**src/rtl/inst_encode.sv**
```systemverilog
// Instruction encoder/loader: packs field bundles into 18-bit words and
// writes them sequentially into instruction memory from a base address.
// Illegal opcode/funct bundles are consumed, counted and dropped.
module inst_encode #(
    parameter int OPCODE_WIDTH    = 4,
    parameter int FUNCTION_WIDTH  = 8,
    parameter int ADDRESS_WIDTH   = 2,
    parameter int INST_WIDTH      = 18,
    parameter int IMEM_ADDR_WIDTH = 8
) (
    input  logic                                 i_clk,
    input  logic                                 i_rst,
    input  logic                                 i_start,
    input  logic [IMEM_ADDR_WIDTH-1:0]           i_base_addr,
    input  logic [IMEM_ADDR_WIDTH-1:0]           i_count,
    input  logic                                 i_valid,
    output logic                                 o_ready,
    input  logic [OPCODE_WIDTH-1:0]              i_opcode,
    input  logic [ADDRESS_WIDTH-1:0]             i_rd,
    input  logic [ADDRESS_WIDTH-1:0]             i_rs1,
    input  logic [ADDRESS_WIDTH-1:0]             i_rs2,
    input  logic [FUNCTION_WIDTH-1:0]            i_funct,
    input  logic [INST_WIDTH-OPCODE_WIDTH-1:0]   i_imm,
    output logic                                 o_wr_en,
    input  logic                                 i_mem_ready,
    output logic [IMEM_ADDR_WIDTH-1:0]           o_wr_addr,
    output logic [INST_WIDTH-1:0]                o_wr_data,
    output logic                                 o_busy,
    output logic                                 o_done,
    output logic [IMEM_ADDR_WIDTH-1:0]           o_err_cnt
);

    localparam logic [OPCODE_WIDTH-1:0] OP_R_TYPE = OPCODE_WIDTH'(0);
    localparam logic [OPCODE_WIDTH-1:0] OP_LDR    = OPCODE_WIDTH'(1);
    localparam logic [OPCODE_WIDTH-1:0] OP_STR    = OPCODE_WIDTH'(2);
    localparam logic [OPCODE_WIDTH-1:0] OP_ADDI   = OPCODE_WIDTH'(3);
    localparam logic [OPCODE_WIDTH-1:0] OP_SUBI   = OPCODE_WIDTH'(4);
    localparam logic [OPCODE_WIDTH-1:0] OP_BNE    = OPCODE_WIDTH'(5);
    localparam logic [OPCODE_WIDTH-1:0] OP_JMP    = OPCODE_WIDTH'(6);

    localparam logic [FUNCTION_WIDTH-1:0] FN_ADD = FUNCTION_WIDTH'(8'h00);
    localparam logic [FUNCTION_WIDTH-1:0] FN_SUB = FUNCTION_WIDTH'(8'h01);
    localparam logic [FUNCTION_WIDTH-1:0] FN_AND = FUNCTION_WIDTH'(8'h02);
    localparam logic [FUNCTION_WIDTH-1:0] FN_OR  = FUNCTION_WIDTH'(8'h03);

    typedef enum logic [1:0] {
        ST_IDLE,
        ST_LOAD,
        ST_DONE
    } state_t;

    state_t                        state_q, state_d;
    logic                          wr_en_q, wr_en_d;
    logic [IMEM_ADDR_WIDTH-1:0]    wr_addr_q, wr_addr_d;
    logic [INST_WIDTH-1:0]         wr_data_q, wr_data_d;
    logic [IMEM_ADDR_WIDTH-1:0]    err_cnt_q, err_cnt_d;
    logic [IMEM_ADDR_WIDTH-1:0]    remaining_q, remaining_d;
    logic                          busy_q, busy_d;
    logic                          done_q, done_d;

    logic                          bundle_legal;
    logic [INST_WIDTH-1:0]         encoded;
    logic                          write_accept;
    logic                          bundle_accept;
    logic                          ready;

    // Validate the incoming bundle and pack it into its instruction format
    always_comb begin
        bundle_legal = 1'b0;
        encoded      = '0;
        case (i_opcode)
            OP_R_TYPE: begin
                encoded = {i_opcode, i_rd, i_rs1, i_rs2, i_funct};
                case (i_funct)
                    FN_ADD, FN_SUB, FN_AND, FN_OR: bundle_legal = 1'b1;
                    default:                       bundle_legal = 1'b0;
                endcase
            end
            OP_LDR, OP_STR, OP_ADDI, OP_SUBI: begin
                bundle_legal = 1'b1;
                encoded      = {i_opcode, i_rd, i_rs1, {ADDRESS_WIDTH{1'b0}},
                                i_imm[FUNCTION_WIDTH-1:0]};
            end
            OP_BNE, OP_JMP: begin
                bundle_legal = 1'b1;
                encoded      = {i_opcode, i_imm};
            end
            default: begin
                bundle_legal = 1'b0;
                encoded      = '0;
            end
        endcase
    end

    // Handshakes: a new bundle may enter whenever the output slot is free or
    // being drained this cycle, which gives back-to-back throughput
    always_comb begin
        ready         = (state_q == ST_LOAD) && (remaining_q != '0) &&
                        (!wr_en_q || i_mem_ready);
        write_accept  = wr_en_q && i_mem_ready;
        bundle_accept = i_valid && ready;
    end

    // Next-state and next-output computation for the load session FSM
    always_comb begin
        state_d     = state_q;
        wr_en_d     = wr_en_q;
        wr_addr_d   = wr_addr_q;
        wr_data_d   = wr_data_q;
        err_cnt_d   = err_cnt_q;
        remaining_d = remaining_q;
        case (state_q)
            ST_IDLE: begin
                if (i_start) begin
                    wr_addr_d   = i_base_addr;
                    remaining_d = i_count;
                    err_cnt_d   = '0;
                    wr_en_d     = 1'b0;
                    state_d     = (i_count == '0) ? ST_DONE : ST_LOAD;
                end
            end
            ST_LOAD: begin
                if (write_accept) begin
                    wr_en_d   = 1'b0;
                    wr_addr_d = wr_addr_q + 1'b1;
                end
                if (bundle_accept) begin
                    remaining_d = remaining_q - 1'b1;
                    if (bundle_legal) begin
                        wr_en_d   = 1'b1;
                        wr_data_d = encoded;
                    end else if (err_cnt_q != '1) begin
                        err_cnt_d = err_cnt_q + 1'b1;
                    end
                end
                if ((remaining_q == '0) && (!wr_en_q || write_accept)) begin
                    state_d = ST_DONE;
                end
            end
            ST_DONE: begin
                state_d = ST_IDLE;
            end
            default: begin
                state_d = ST_IDLE;
            end
        endcase
        busy_d = (state_d != ST_IDLE);
        done_d = (state_d == ST_DONE);
    end

    // State and registered outputs; reset aborts any session in flight
    always_ff @(posedge i_clk or posedge i_rst) begin
        if (i_rst) begin
            state_q     <= ST_IDLE;
            wr_en_q     <= 1'b0;
            wr_addr_q   <= '0;
            wr_data_q   <= '0;
            err_cnt_q   <= '0;
            remaining_q <= '0;
            busy_q      <= 1'b0;
            done_q      <= 1'b0;
        end else begin
            state_q     <= state_d;
            wr_en_q     <= wr_en_d;
            wr_addr_q   <= wr_addr_d;
            wr_data_q   <= wr_data_d;
            err_cnt_q   <= err_cnt_d;
            remaining_q <= remaining_d;
            busy_q      <= busy_d;
            done_q      <= done_d;
        end
    end

    assign o_ready   = ready;
    assign o_wr_en   = wr_en_q;
    assign o_wr_addr = wr_addr_q;
    assign o_wr_data = wr_data_q;
    assign o_err_cnt = err_cnt_q;
    assign o_busy    = busy_q;
    assign o_done    = done_q;

endmodule
```
**config.mk**
```make
export PLATFORM = sky130hd
export DESIGN_NAME = inst_encode
export DESIGN_NICKNAME = d
export VERILOG_FILES = /design/src/rtl/inst_encode.sv
export SDC_FILE = /design/constraint.sdc
export NUM_CORES = 1
export LEC_CHECK = 0
export ABC_AREA = 1
export CELL_PAD_IN_SITES_DETAIL_PLACEMENT = 1
export CELL_PAD_IN_SITES_GLOBAL_PLACEMENT = 1
export CORE_ASPECT_RATIO = 1.1
export CORE_MARGIN = 2
export CORE_UTILIZATION = 34
export CTS_CLUSTER_SIZE = 40
export DETAILED_ROUTE_END_ITERATION = 16
export PLACE_DENSITY = 0.95
export REMOVE_ABC_BUFFERS = 1
export SLEW_MARGIN = 15
export SYNTH_ARGS = -nofsm -noshare
export SYNTH_HDL_FRONTEND = slang
export SYNTH_SLANG_ARGS = --single-unit
```
**constraint.sdc**
```tcl
create_clock -name i_clk -period 3.65 [get_ports i_clk]
set_clock_uncertainty 0.1 [all_clocks]
set_input_delay 0.365 -clock i_clk [delete_from_list [all_inputs] [get_ports i_clk]]
set_output_delay 0.365 -clock i_clk [all_outputs]
set_load 0.05 [all_outputs]
```
## Word-level counts from Yosys, hierarchy flattened

Cells that the tools add are included.

- Register bits after elaboration: 47
- Input port bits: 53
- Output and inout port bits: 38

- Add/subtract/negate cells: 3
- Eq/ne operators: 17
- Muxes and demuxes: 23
- Reduce and logical (&&, ||, !) cells: 25

Operator list:

| cell | count |
|---|---|
| 8-bit two-way mux | 8 |
| 18-bit one-hot mux with 3 select lines | 1 |
| 8-bit one-hot mux with 2 select lines | 3 |
| 8-bit zero test | 3 |
| 8-bit by 1-bit adder with 8-bit output (second input constant) | 2 |
| 8-bit by 2-bit == test with 1-bit output (second input constant) | 2 |
| 4-bit by 3-bit == test with 1-bit output (second input constant) | 3 |
| 3-bit AND reduction | 3 |
| 4-bit by 2-bit == test with 1-bit output (second input constant) | 2 |
| 8-bit by 1-bit == test with 1-bit output (second input constant) | 1 |
| 2-bit != test (second input constant) | 4 |
| 8-bit != test (second input constant) | 1 |
| 8-bit nonzero test | 1 |
| 4-bit OR reduction | 2 |
| 8-bit by 1-bit subtractor with 8-bit output (second input constant) | 1 |
| 2-bit two-way mux | 3 |
| 6-bit OR reduction | 1 |
| 1-bit logical AND | 5 |
| 1-bit two-way mux | 5 |
| 5-bit AND reduction | 1 |
| 4-bit by 1-bit == test with 1-bit output (second input constant) | 1 |
| 4-bit zero test | 1 |
| 1-bit one-hot mux with 2 select lines | 2 |
| 2-bit one-hot mux with 2 select lines | 1 |
| other kinds (9) | 11 |

## Depth between registers and ports, before layout

Gate-level depths: netlist of the first run.

- Word-level depth: 7
- Mapped depth: 12

## Worst setup path after synthesis of the first run

No wires, ideal clock.

- Path type: register -> register
- Start: register remaining_q[0]
- End: register wr_data_q[0], in the netlist o_wr_data[0]
- Arrival: 1.877 ns
- Required time: 3.426 ns
- Slack: 1.549 ns
- Stages on the path, launching flop included: 12
- Buffers on the path: 1
- Cells stage by stage: dfrtp_1 > inv_1 > ha_1 > nand2_1 > inv_1 > nand2_1 > nand2_1 > nor2_2 > nand3_2 > buf_2 > nand2_1 > o21ai_1

- Word-level cells in the longest chain between the ends: 5

RTL lines:

| what | RTL line | source |
|---|---|---|
| start, declared | 57 | `logic [IMEM_ADDR_WIDTH-1:0] remaining_q, remaining_d;` |
| start signal, assigned | 168 | `remaining_q <= remaining_d;` |
| 8-bit nonzero test | 98 | `ready = (state_q == ST_LOAD) && (remaining_q != '0) &&` |
| 1-bit logical AND (2 in a row) | 98 |  |
| via o_ready | 17 | `output logic o_ready,` |
| 1-bit logical AND | 101 | `bundle_accept = i_valid && ready;` |
| 3-bit AND reduction (no line) | n/a |  |
| end signal, assigned | 166 | `wr_data_q <= wr_data_d;` |
| end, declared | 55 | `logic [INST_WIDTH-1:0] wr_data_q, wr_data_d;` |

The timed path passes the listed nets, and every way through them passes these cells.
A chain may end at the register's enable or synchronous reset.

## Worst setup path in the final report of the first run

- Start: register state_q[0]
- End: output o_ready

- Word-level cells in the longest chain between the ends: 3

RTL lines:

| what | RTL line | source |
|---|---|---|
| start, declared | 52 | `state_t state_q, state_d;` |
| start signal, assigned | 163 | `state_q <= state_d;` |
| 2-bit by 1-bit == test with 1-bit output | 98 |  |
| 1-bit logical AND (2 in a row) | 98 |  |
| end, declared | 17 |  |

No other way between the ends.

==> results.py, run 1 <==
metrics = {
    "setup_path": {
        "worstPathArrival_ps": 2630,
        "start_kind": "register",
        "reg2reg_slack_ps": 940,
        "r2r_end": "o_wr_data[8]",
        "endpoint": "o_ready",
        "critPathRequiredTime_ps": 3180,
        "path_class": "reg2out",
        "critical_path.startpoint": "state_q[0]",
        "r2r_cells": 8,
        "cp_max_fo": 28,
        "r2r-start": "state_q[0]",
        "crit_path_end_kind": "primary output",
    },
    "logic_synthesis": {
        "synth_top_cell_area_share_pct": 42.9,
        "async_flop_share_pct": 100,
        "yosysMostFrequentCell": "nand2_1",
        "yosys_warnings": 0,
        "synth_edf_count": 0,
        "synthFlopType": "dfrtp_1",
        "synth_top_area_cell": "dfrtp_1",
        "syn_area_per_cell_sq_um": 7.07,
        "ys_seq_area_share_pct": 42.9,
        "synth_area_leaders": "dfrtp_1 43%, nand2_1 17%, inv_1 7.4%",
        "synth_top_family_by_area": "simple AND/OR/NAND/NOR gates",
        "ys_types": 32,
        "synth-compound-area-share_pct": 13.5,
        "synth_common_cells": "123 x nand2_1, 54 x inv_1, 47 x dfrtp_1",
        "synth_xor_area_share_pct": 1.60,
        "postSynthRegisterBits": 47,
        "yosys.area_share.simple_pct": 31.2,
        "synth_adder_area_share_pct": 1.37,
        "synth.cell_area_sq_um": 2740,
        "muxShareOfSynthArea_pct": 0,
        "postSynthCellCount": 388,
    },
    "global_routing": {
        "use_met2_pct": 36.9,
        "grt_max_degree": 48,
        "use_met1_pct": 23.5,
        "antenna_found_initial": 0,
        "grt_pass1_vias": 3120,
        "busiest_layer": "met2",
        "grt.total_usage_pct": 20.2,
        "grt_util_met3_pct": 3.30,
        "grt_overflow": 0,
        "grt_pass1_wl_um": 14300,
    },
    "sta": {
        "slew_violations": 0,
        "fin_setup_tns_ps": 0,
        "fmax_mhz": 323,
        "hold_violations": 0,
        "post-route-min-period_ps": 3100,
        "finalCritPeriodShare_pct": 84.8,
        "rsz0062_at_grt": "false",
        "setup_viol": 0,
        "tightest_slew_ps": 1010,
        "fin_ws_ps": 553,
        "slew_headroom_pct": 32.5,
    },
    "drt": {
        "drcViolationCount": 0,
        "dr.pass1.iters": 6,
        "wl_per_cell_um": 14.7,
        "via_per_inst": 4.92,
        "drtIter0Drc": 147,
        "antenna_left": 0,
        "vias": 2880,
        "routed_wl_um": 8600,
    },
    "min_path": {
        "hp-class": "reg2reg",
    },
    "pwr": {
        "p_per_area_nw_per_um2": 823,
        "power_leakage_nw": 1.84,
        "peakVddDrop_uv": 302,
    },
    "placed_design": {
        "portBuffers": 90,
        "post_dp_cell_area_sq_um": 3730,
        "gp_congestion": 0.834,
        "pre_cts_ws_ps": 753,
        "hpwl_um": 6630,
    },
    "floorplan": {
        "dieHeight_um": 98.2,
        "initial_core_util_pct": 34.9,
        "chipWidth_um": 89.7,
        "num_io_pins": 91,
        "num_rows": 34,
        "core_sq_um": 7870,
        "die_area_sq_um": 8810,
    },
    "clock_tree": {
        "clkTransAtPathRegs_ps": 90,
        "cts_root_buffer": "clkbuf_8",
        "clkSinkCount": 47,
        "cts_buffers": 5,
        "clk_latency_ps": 300,
        "cts_tree": "done",
        "max-clock-path-buffers": 2,
        "post_cts_buffers": 0,
        "hold_buffers": 0,
        "cts_resized": 0,
        "h-tree-depth": 2,
    },
    "finish": {
        "drive_above_1_share_pct": 4.61,
        "final_nets": 532,
        "stdcell_area_sq_um": 3830,
        "antennaDiodeCount": 0,
        "area_growth_pct": 39.4,
    },
    "outcome": {
        "outcome": "finished, final reports clean",
    },
    "job": {
        "cap_viol_max_count": 0,
    },
}
registers in the layout (all words and copies together) (netlist names):
| register | count |
|---|---|
| o_wr_addr | 8 |
| remaining_q | 8 |
| state_q | 2 |
| o_done | 1 |
| o_wr_en | 1 |
| o_err_cnt | 8 |
| o_busy | 1 |
| o_wr_data | 18 |
routing by layer:
| metal | wire (um) | part of all wire, % |
|---|---|---|
| met3 | 344 | 4.0 |
| met4 | 161 | 1.9 |
| met2 | 4590 | 53 |
| met5 | 0 | 0 |
| met1 | 3500 | 41 |
where the power goes:
part | switching [W] | internal (W)
logic | 0.00128 | 0.000612
registers | 0.000190 | 0.000727
clock network | 0.000181 | 0.000156
layout by cell type (no fill, tap or decap):
cell and instances:
a21oi_4 1, nand3_2 1, o21ai_0 37, nor3b_1 1, o22ai_1 5, nand3_1 28
nor2_2 2, nor2_4 1, nor2_1 36, ha_1 3, a2bb2oi_1 1, a21oi_1 6
xor2_1 4, clkbuf_8 6, clkinv_4 1, o21a_1 1, o21ai_1 5, inv_2 3
xnor2_1 1, nand2_2 6, nand2_1 123, nor3_1 3, a32oi_1 2, inv_1 53
o21bai_4 1, dfrtp_1 47, a31oi_1 1, clkdlybuf4s50_1 90, a22o_1 2, clkbuf_1 1
nand4_1 4, o211ai_1 1
cell families (layout without fill, tap and decap cells):
logic type / after synthesis / count (layout)
simple gates: 205 / 205
buf+inv: 65 / 154
fa+ha+maj: 3 / 3
compound gates: 63 / 63
xor+xnor: 5 / 5
flops: 47 / 47
worst min-delay path by stage:
stage,start,to,cells past startpoint
2_1_floorplan,i_opcode[0],o_wr_data[14],2
3_3_place_gp,o_wr_data[13],o_wr_data[13],2
3_5_place_dp,o_wr_data[3],o_wr_data[3],2
4_1_cts,o_wr_data[3],o_wr_data[3],2
5_1_grt,o_wr_data[1],o_wr_data[1],2
6_report,o_wr_data[3],o_wr_data[3],2
final cells by class:
cell class | count | area, sq um
tap | 108 | 135
sequential | 47 | 1180
clock buffer | 7 | 86.3
clock inverter | 1 | 8.76
timing repair buffer | 90 | 901
multi-input combinational | 276 | 1310
fill | 988 | 4040
inverter | 56 | 210
critical path, cell delays in order (launching register included):
cell and delay, ps:
dfrtp_1 470, nand2_2 300, inv_2 440, nand2_1 120, nor2_2 160, clkdlybuf4s50_1 830
per-stage QoR:
stage,hold WS (ps),power [W],utilization [%],cells
finish,397,0.00315,48.6,585
global route,436,0.00337,48.6,585
detailed placement,378,0.00282,47.4,577
floorplan,412,0.00215,-,379
CTS,400,0.00317,48.6,585
global placement,364,0.00272,47.4,577
Note: power is estimated with default switching activity, not from simulation.
==> run 2: changes to the inputs <==
--- a/config.mk
+++ b/config.mk
@@ -10,10 +10,10 @@
 export CELL_PAD_IN_SITES_GLOBAL_PLACEMENT = 1
 export CORE_ASPECT_RATIO = 1.1
 export CORE_MARGIN = 2
-export CORE_UTILIZATION = 34
+export CORE_UTILIZATION = 29
 export CTS_CLUSTER_SIZE = 40
 export DETAILED_ROUTE_END_ITERATION = 16
-export PLACE_DENSITY = 0.95
+export PLACE_DENSITY = 0.88
 export REMOVE_ABC_BUFFERS = 1
 export SLEW_MARGIN = 15
 export SYNTH_ARGS = -nofsm -noshare
==> constraint.sdc (replaced) <==
create_clock -name i_clk -period 2.7 [get_ports i_clk]
set_clock_uncertainty 0.1 [all_clocks]
set_input_delay 0.27 -clock i_clk [delete_from_list [all_inputs] [get_ports i_clk]]
set_output_delay 0.27 -clock i_clk [all_outputs]
set_load 0.05 [all_outputs]
==> run 2 against run 1 <==
Sequential power rose by 35%. Non-clock buffer count is 5 higher. Die area rose by 16%. Critical path type unchanged. Largest cell class unchanged. Register-to-register slack got worse by 260 ps. Clock power rose by 36%. Global-route usage shrank 3.2 points. Highest routed layer unchanged. Final cell count increased by 2.4%. Via count increased by 0.10%. Critical endpoint unchanged.
==> results.py, run 2 (synthesized netlist as in run 1, its figures left out) <==
metrics = {
    "clock_tree": {
        "clkSinkCount": 47,
        "hold_buffers": 0,
        "post_cts_buffers": 0,
        "cts_resized": 0,
        "clk_latency_ps": 310,
        "cts_root_buffer": "clkbuf_8",
        "cts_buffers": 5,
        "max-clock-path-buffers": 2,
        "h-tree-depth": 2,
        "cts_tree": "done",
        "clkTransAtPathRegs_ps": 90,
    },
    "global_routing": {
        "grt_util_met3_pct": 4.21,
        "use_met2_pct": 30.5,
        "use_met1_pct": 19.7,
        "grt_overflow": 0,
        "grt_pass1_wl_um": 14500,
        "grt.total_usage_pct": 17.0,
        "busiest_layer": "met2",
        "grt_max_degree": 48,
        "antenna_found_initial": 0,
        "grt_pass1_vias": 3167,
    },
    "floorplan": {
        "dieHeight_um": 106,
        "num_io_pins": 91,
        "die_area_sq_um": 10300,
        "chipWidth_um": 96.7,
        "core_sq_um": 9260,
        "num_rows": 37,
        "initial_core_util_pct": 29.6,
    },
    "placed_design": {
        "hpwl_um": 6520,
        "pre_cts_ws_ps": 500,
        "gp_congestion": 0.820,
        "post_dp_cell_area_sq_um": 3790,
        "portBuffers": 90,
    },
    "pwr": {
        "p_sw_w": 0.00222,
        "switching_share_pct": 52.0,
        "pwr-share-clk_pct": 10.7,
        "power_leakage_nw": 1.87,
        "p_int_w": 0.00205,
        "p_per_area_nw_per_um2": 1100,
        "peakVddDrop_uv": 433,
        "pwr-share-comb_pct": 60.2,
        "seq_power_share_pct": 29.1,
    },
    "drt": {
        "vias": 2883,
        "wl_per_cell_um": 14.0,
        "drcViolationCount": 0,
        "antenna_left": 0,
        "drtIter0Drc": 89,
        "dr.pass1.iters": 4,
        "via_per_inst": 4.81,
        "routed_wl_um": 8410,
    },
    "sta": {
        "fmax_mhz": 477,
        "hold_violations": 0,
        "tightest_slew_ps": 524,
        "fin_ws_ps": 603,
        "post-route-min-period_ps": 2100,
        "fin_setup_tns_ps": 0,
        "finalCritPeriodShare_pct": 77.7,
        "rsz0062_at_grt": "false",
        "slew_headroom_pct": 65.0,
        "setup_viol": 0,
        "slew_violations": 0,
    },
    "setup_path": {
        "r2r-start": "remaining_q[0]",
        "crit_path_end_kind": "primary output",
        "worstPathArrival_ps": 1730,
        "critPathRequiredTime_ps": 2330,
        "critical_path.startpoint": "remaining_q[0]",
        "path_cells": "inv_1 > ha_1 > nand2_1 > inv_1 > nand2_1 > nand2_1 > nor2_2 > buf_4",
        "path_class": "reg2out",
        "cp_common_cell": "nand2_1",
        "slowest_stage": "dfrtp_1",
        "start_kind": "register",
        "cp_max_fo": 5,
        "crit_family": "simple AND/OR/NAND/NOR gates",
        "crit_buf_inv": 3,
        "max_stage_delay_ps": 360,
    },
    "finish": {
        "area_growth_pct": 41.6,
        "antennaDiodeCount": 0,
        "final_nets": 537,
        "final_common_cell": "nand2_1",
        "drive_above_1_share_pct": 5.81,
        "mostFrequentLayoutCells": "123 x nand2_1, 89 x clkdlybuf4s50_1, 53 x inv_1",
        "stdcell_area_sq_um": 3880,
        "largest_reg_flops": 18,
    },
    "job": {
        "cap_viol_max_count": 0,
    },
    "outcome": {
        "outcome": "finished, final reports clean",
    },
    "min_path": {
        "hp-class": "in2async",
    },
}
-- run 2: cell types whose count changed in the layout (fill, tap and decap cells not counted), sizes merged --
cell / delta
buf: +6
clkdlybuf4s50: -1
-- run 2: worst paths after layout --
check | to | slack [ps] | cells past startpoint
min in group i_clk | o_wr_data[5] | 390 | 2
worst min-delay path | o_wr_data[9] | 220 | 3
worst max register to register | remaining_q[0] | 680 | 10
worst max-delay path | o_ready | 600 | 8
max in group asynchronous | remaining_q[2] | 2060 | 3
worst min register to register | o_wr_data[5] | 390 | 2
-- run 2: cell type report --
cell class                      instances  area [sq um]
Clock inverter                          1          8.76
Clock buffer                            7          86.3
Tap cell                              117           146
Inverter                               56           210
Multi-Input combinational cell        276          1310
Sequential cell                        47          1180
Fill cell                            1187          5370
Timing Repair Buffer                   95           948
-- run 2: power by group through the flow --
| stage | Sequential [W] | Combinational [W] | Clock, W |
|---|---|---|---|
| floorplan | 0.00192 | 0.000992 | 0 |
| global placement | 0.00124 | 0.00248 | 0 |
| detailed placement | 0.00125 | 0.00258 | 0 |
| CTS | 0.00125 | 0.00260 | 0.000479 |
| global route | 0.00129 | 0.00283 | 0.000496 |
| finish | 0.00124 | 0.00258 | 0.000457 |
-- run 2: worst reg2reg max path: cells and delay by family (launching register included) --
kind / cells / cell delay, ps
flops: 1 / 360
buf+inv: 3 / 400
compound gates: 2 / 380
fa+ha+maj: 1 / 270
simple gates: 4 / 430
-- run 2: metal layers --
metal	wire (um)	share of wire [%]
met1	3620	43
met2	4240	50
met3	413	4.9
met4	144	1.7
met5	0	0
-- run 2: through the flow --
stage / cells / utilization [%] / hold slack [ps] / total power (W)
after floorplan: 379 / - / 317 / 0.00291
after global placement: 591 / 40.9 / 369 / 0.00372
after detailed placement: 591 / 40.9 / 373 / 0.00383
after CTS: 599 / 42.0 / 221 / 0.00433
after global routing: 599 / 42.0 / 251 / 0.00461
final: 599 / 42.0 / 218 / 0.00427
